<file path="src/rtl/pixel_pack_pkg.sv">
`default_nettype none
// ============================================================================
// Module      : pixel_pack_pkg
// Description : Shared constants, lane types and keep-mask helper for the
//               pixel word packer.
// Revision    : 1.0 - initial release
// ============================================================================
package pixel_pack_pkg;

    localparam int LANES  = 4;
    localparam int PIX_W  = 8;
    localparam int WORD_W = 32;

    // Byte lane index inside a packed word
    typedef logic [1:0] lane_t;

    // Fill state of the word being assembled: next lane to be written
    typedef enum logic [1:0] {
        LANE_0 = 2'd0,
        LANE_1 = 2'd1,
        LANE_2 = 2'd2,
        LANE_3 = 2'd3
    } lane_state_e;

    // Lanes 0..lane are populated when a word closes on this lane
    function automatic logic [LANES-1:0] keep_mask(input lane_t lane);
        logic [LANES-1:0] mask;
        case (lane)
            2'd0:    mask = 4'b0001;
            2'd1:    mask = 4'b0011;
            2'd2:    mask = 4'b0111;
            default: mask = 4'b1111;
        endcase
        return mask;
    endfunction

endpackage
`default_nettype wire

</file>
<file path="src/rtl/line_pixel_counter.sv">
`default_nettype none
// ============================================================================
// Module      : line_pixel_counter
// Description : Position of the current pixel within a line. Counts accepted
//               pixels, wraps after LINE_PIXELS-1 and flags the last pixel.
// Revision    : 1.0 - initial release
// ============================================================================
module line_pixel_counter #(
    parameter int LINE_PIXELS = 32,
    parameter int CNT_W       = 16
) (
    input  logic clk,
    input  logic rst,
    input  logic inc,
    output logic eol
);

    localparam logic [CNT_W-1:0] LAST_IDX = CNT_W'(LINE_PIXELS - 1);

    logic [CNT_W-1:0] cnt;

    // Pixel position: advance per accepted pixel, wrap at end of line
    always_ff @(posedge clk) begin
        if (rst) begin
            cnt <= '0;
        end else if (inc) begin
            cnt <= eol ? '0 : cnt + CNT_W'(1);
        end
    end

    assign eol = (cnt == LAST_IDX);

endmodule
`default_nettype wire

</file>
<file path="src/rtl/pixel_word_packer.sv">
`default_nettype none
// ============================================================================
// Module      : pixel_word_packer
// Description : Packs 8-bit pixels little-endian into 32-bit words, closing a
//               partial word with keep mask and last flag at end of line.
//               Optional macro PIXEL_PACK_LINE_STATS_EN enables the
//               completed-line counter on line_count.
// Revision    : 1.0 - initial release
// ============================================================================
module pixel_word_packer
    import pixel_pack_pkg::*;
#(
    parameter int LINE_PIXELS = 32,
    parameter int CNT_W       = 16
) (
    input  logic                clk,
    input  logic                rst,
    input  logic [PIX_W-1:0]    in_data,
    input  logic                in_valid,
    output logic                in_ready,
    output logic [WORD_W-1:0]   out_data,
    output logic [LANES-1:0]    out_keep,
    output logic                out_last,
    output logic                out_valid,
    input  logic                out_ready,
    output logic [CNT_W-1:0]    line_count
);

    lane_state_e        lane_q;
    lane_state_e        lane_d;
    lane_t              lane_idx;
    logic               eol;
    logic               completing;
    logic               accept;
    logic               load;
    logic [WORD_W-1:0]  acc_q;
    logic [WORD_W-1:0]  word_next;

    line_pixel_counter #(
        .LINE_PIXELS (LINE_PIXELS),
        .CNT_W       (CNT_W)
    ) u_line_cnt (
        .clk (clk),
        .rst (rst),
        .inc (accept),
        .eol (eol)
    );

    // Handshake, lane advance and the word as it would look with this byte
    always_comb begin
        lane_d     = lane_q;
        lane_idx   = lane_t'(lane_q);
        completing = (lane_q == LANE_3) || eol;
        // Only a closing pixel needs room in the output register
        in_ready   = completing ? (!out_valid || out_ready) : 1'b1;
        accept     = in_valid && in_ready;
        load       = accept && completing;
        word_next  = acc_q;
        word_next[{lane_idx, 3'b000} +: PIX_W] = in_data;
        if (accept) begin
            if (completing) begin
                lane_d = LANE_0;
            end else begin
                case (lane_q)
                    LANE_0:  lane_d = LANE_1;
                    LANE_1:  lane_d = LANE_2;
                    LANE_2:  lane_d = LANE_3;
                    default: lane_d = LANE_0;
                endcase
            end
        end
    end

    // Lane state register
    always_ff @(posedge clk) begin
        if (rst) begin
            lane_q <= LANE_0;
        end else begin
            lane_q <= lane_d;
        end
    end

    // Accumulator is cleared on close so unwritten upper lanes read as zero
    always_ff @(posedge clk) begin
        if (rst) begin
            acc_q <= '0;
        end else if (accept) begin
            acc_q <= completing ? '0 : word_next;
        end
    end

    // Output register: load on close, drop valid on a transfer with no reload
    always_ff @(posedge clk) begin
        if (rst) begin
            out_data  <= '0;
            out_keep  <= '0;
            out_last  <= 1'b0;
            out_valid <= 1'b0;
        end else if (load) begin
            out_data  <= word_next;
            out_keep  <= keep_mask(lane_idx);
            out_last  <= eol;
            out_valid <= 1'b1;
        end else if (out_ready) begin
            out_valid <= 1'b0;
        end
    end

`ifdef PIXEL_PACK_LINE_STATS_EN
    logic [CNT_W-1:0] line_cnt_q;

    // Count lines as their final word leaves the packer
    always_ff @(posedge clk) begin
        if (rst) begin
            line_cnt_q <= '0;
        end else if (out_valid && out_ready && out_last) begin
            line_cnt_q <= line_cnt_q + CNT_W'(1);
        end
    end

    assign line_count = line_cnt_q;
`else
    assign line_count = '0;
`endif

endmodule
`default_nettype wire
</file>
<file path="config.mk">
export PLATFORM = sky130hd
export DESIGN_NAME = pixel_word_packer
export DESIGN_NICKNAME = d
export VERILOG_FILES = /design/src/rtl/pixel_pack_pkg.sv /design/src/rtl/line_pixel_counter.sv /design/src/rtl/pixel_word_packer.sv
export SDC_FILE = /design/constraint.sdc
export NUM_CORES = 1
export LEC_CHECK = 0
export ABC_CLOCK_PERIOD_IN_PS = 3500
export CAP_MARGIN = 20
export CORE_MARGIN = 2
export CORE_UTILIZATION = 40
export DETAILED_ROUTE_END_ITERATION = 16
export PLACE_DENSITY_LB_ADDON = 0.1
export SLEW_MARGIN = 20
export SYNTH_ARGS = -nofsm -noshare
export SYNTH_HDL_FRONTEND = slang
export SYNTH_SLANG_ARGS = --single-unit
</file>
<file path="constraint.sdc">
create_clock -name clk -period 3.5 [get_ports clk]
set_input_delay 0.7 -clock clk [delete_from_list [all_inputs] [get_ports clk]]
set_output_delay 0.7 -clock clk [all_outputs]
set_load 0.005 [all_outputs]
</file>
==> summary.txt <==
Status
  – Status: finished, final reports clean

Floorplanning
  – Starting Density: 41.30%
  – Core area: 0.009819 mm²
  – Die Area: 0.01096 mm²
  – Die outline height: 104.7 µm
  – I/O pin count: 67
  – Row count: 36
  – Die width: 104.7 µm

Synth
  – Avg Inst Size Synth: 8.555 µm²
  – Mapped Cells: 474
  – Synth area leaders: dfxtp_1 43%, nor2_1 11%, a211oi_1 5.6%, nor2b_1 5.1%, a21oi_1 5.1%
  – Ys Warns: 0
  – Synth Cell Area: 0.004055 mm²
  – Yosys reg bits: 88
  – Cell variety after synth: 39
  – Yosys top cell by area: dfxtp_1
  – Register area share after synthesis: 43.44%
  – Post-synth top area share: 43.44%

Job
  – Maxcap violations: 0

Timing
  – Final Slew Violations: 0
  – RSZ-0062 raised after global routing: false
  – Worst Skew: 0.01068 ns
  – Hold WS: 0.4648 ns
  – Actual slew at the worst max-slew pin: 0.8143 ns
  – Min Tclk post-route: 2.869 ns
  – Final hold vios: 0
  – Final count of negative-setup-slack endpoints: 0
  – Worst setup margin: 0.6307 ns
  – Max Clk Rate: 348.5 MHz
  – Fin crit share: 81.98%
  – TNS Setup: 0 ns
  – Headroom to the max-slew limit: 45.72%

Worst setup path
  – Critical Path RT: 2.80 ns
  – Crit start category: register
  – Worst Setup End Kind: primary output
  – R2r endpoint: u_line_cnt.cnt[9]
  – CP bufs+invs: 1
  – Crit path max fanout: 4
  – Cell Chain, Critical Path: or4_1, nor4_4, o21bai_1, clkdlybuf4s50_1
  – Max stage delay on crit path: 0.65 ns
  – Reg2Reg Depth: 7
  – Worst Path Arrival: 2.17 ns
  – R2r setup slk: 0.81 ns
  – CP delay by family, top: simple AND/OR/NAND/NOR gates
  – CP max stage cell: or4_1
  – Crit path depth: 4
  – Setup CP Type: reg -> out
  – Worst r2r src: u_line_cnt.cnt[5]

Drt
  – Routed wire length: 9.165 mm
  – Pre-antenna DRT Iters: 4
  – Vias: 3286
  – Routed Antenna Nets: 0
  – DR WL/cell: 14.17 µm
  – Residual DRC count: 0
  – 1st-iter DRT viols: 138
  – Vias per Instance: 5.079

Placement
  – Placed instance area: 0.004522 mm²
  – Port Buf Inserts: 50
  – Pre-CTS WS: 0.5811 ns
  – RePlAce Congestion: 0.8271
  – Placed wire-length estimate: 6.066 mm
  – # placed instances: 630

Clock tree
  – Clock buffer depth: 2
  – CTS H-Tree Depth: 3
  – Clock Sinks: 88
  – # hold bufs at CTS: 0
  – TritonCTS clock tree: done
  – CTS buffer count: 9
  – Root buffer cell: clkbuf_8
  – Clk pin slew, worst setup/hold paths: 0.09 ns
  – CTS resizes: 0
  – Clock Latency Late Sink: 0.35 ns
  – Post-CTS setup buffers: 0

Global route
  – Largest net degree at the start of global routing: 73
  – Global-route wire length before repair: 15.61 mm
  – Antenna violations before repair: 0
  – Total grt overflow: 0
  – Global-route usage over all layers: 17.58%
  – Vias in the first global route: 3071

Cells and area
  – # fillers: 1007
  – Syn-to-layout area delta: 17.46%
  – Final core utilization: 48.51%
  – Register Area: 0.001762 mm²
  – Multi-input logic area: 0.002003 mm²
  – Final Cell Area: 0.004763 mm²
  – # diodes: 0
  – Nets: 529
  – Layout cells sized above 1: 7.393%
  – Non-Filler Instances: 647

Power and ir drop
  – Total design power: 1.978 mW
  – Pwr/cell area: 415.2 mW/mm²
  – Worst IR Drop VDD: 0.0001906 V
  – Lkg Pwr: 1.646 nW

Worst hold path
  – Worst hold path class: reg -> reg
  – Hold EP: out_last
  – Number of cells on the worst hold path: 2
  – Worst Hold Launch: out_last
power breakdown:
part / internal (mW) / switching, mW
clock: 0.424 / 0.364
combinational: 0.0576 / 0.106
sequential: 1.01 / 0.0113
total: 1.50 / 0.482
sequential cells by signal, indices dropped and copies added (netlist names):
| name | count |
|---|---|
| lane_idx | 2 |
| u_line_cnt.cnt | 16 |
| out_keep | 4 |
| out_last | 1 |
| acc_q | 32 |
| out_valid | 1 |
| out_data | 32 |
worst register-to-register path, cell delays in order (launching register included):
cell      delay, ns
dfxtp_1        0.34
or4_1          0.65
o41ai_4        0.64
buf_6          0.24
buf_4          0.34
a211oi_1       0.15
xnor2_1        0.16
nor2_1         0.05
Yosys cell counts (all sizes together):
| cell | n |
|---|---|
| nor2 | 115 |
| dfxtp | 88 |
| a21oi | 41 |
| a211oi | 37 |
| buf | 35 |
| nor2b | 33 |
| a31oi | 32 |
| clkbuf | 16 |
| nand2 | 10 |
| xnor2 | 9 |
| ha | 8 |
| nand3 | 6 |
| xor2 | 6 |
| inv | 4 |
| nand4 | 4 |
| and4 | 3 |
| nor4bb | 3 |
| o2111ai | 3 |
| and2 | 2 |
| nand2b | 2 |
| nor3 | 2 |
| o211ai | 2 |
| o21ai | 2 |
| or4 | 2 |
| a2111oi | 1 |
| and4b | 1 |
| conb | 1 |
| nor4 | 1 |
| o21a | 1 |
| o21bai | 1 |
| o41a | 1 |
| o41ai | 1 |
| or3 | 1 |
final cells by class:
type,count,share of cell area [%]
sequential,88,36.98
inverter,4,0.3152
tap,133,3.494
clock inverter,6,1.944
timing repair buffer,60,12.32
multi-input combinational,346,42.05
clock buffer,10,2.889
how the worst max path moves through the flow:
| stage | start | endpoint |
|---|---|---|
| detailed placement | u_line_cnt.cnt[5] | u_line_cnt.cnt[9] |
| floorplan | u_line_cnt.cnt[5] | in_ready |
| finish | u_line_cnt.cnt[5] | in_ready |
| global placement | u_line_cnt.cnt[5] | u_line_cnt.cnt[9] |
| global route | u_line_cnt.cnt[5] | in_ready |
| CTS | u_line_cnt.cnt[5] | u_line_cnt.cnt[9] |
cells by family (layout without fill, tap and decap cells):
kind of cell | Yosys count | in the layout | share of synthesized area [%]
other | 1 | 16 | 0.09248
flip-flops | 88 | 88 | 43.44
XOR/XNOR | 15 | 15 | 3.240
AO/OA/AOI/OAI | 122 | 122 | 20.52
AND/OR/NAND/NOR | 185 | 185 | 21.66
buffers and inverters | 55 | 80 | 8.578
adder cells (fa/ha/maj) | 8 | 8 | 2.468
cells in the final DEF, fill, tap and decap left out, types with 9 or more instances in the layout:
cell type	synthesis	layout
nor2_1	115	115
dfxtp_1	88	88
clkdlybuf4s50_1	0	49
a21oi_1	41	41
nor2b_1	33	33
a31oi_1	32	32
a211oi_1	30	30
conb_1	1	16
nand2_1	10	10
clkbuf_8	0	10
xnor2_1	9	9
metal layers:
| metal | global-route usage, % | vias to the layer above | wire length [µm] |
|---|---|---|---|
| li1 | - | 1690 | - |
| met1 | 24.25 | 1515 | 4511 |
| met2 | 28.01 | 71 | 4203 |
| met3 | 2.308 | 10 | 320 |
| met4 | 6.667 | 0 | 129 |
| met5 | 0 | - | 0 |
Note: power is estimated with default switching activity, not from simulation.
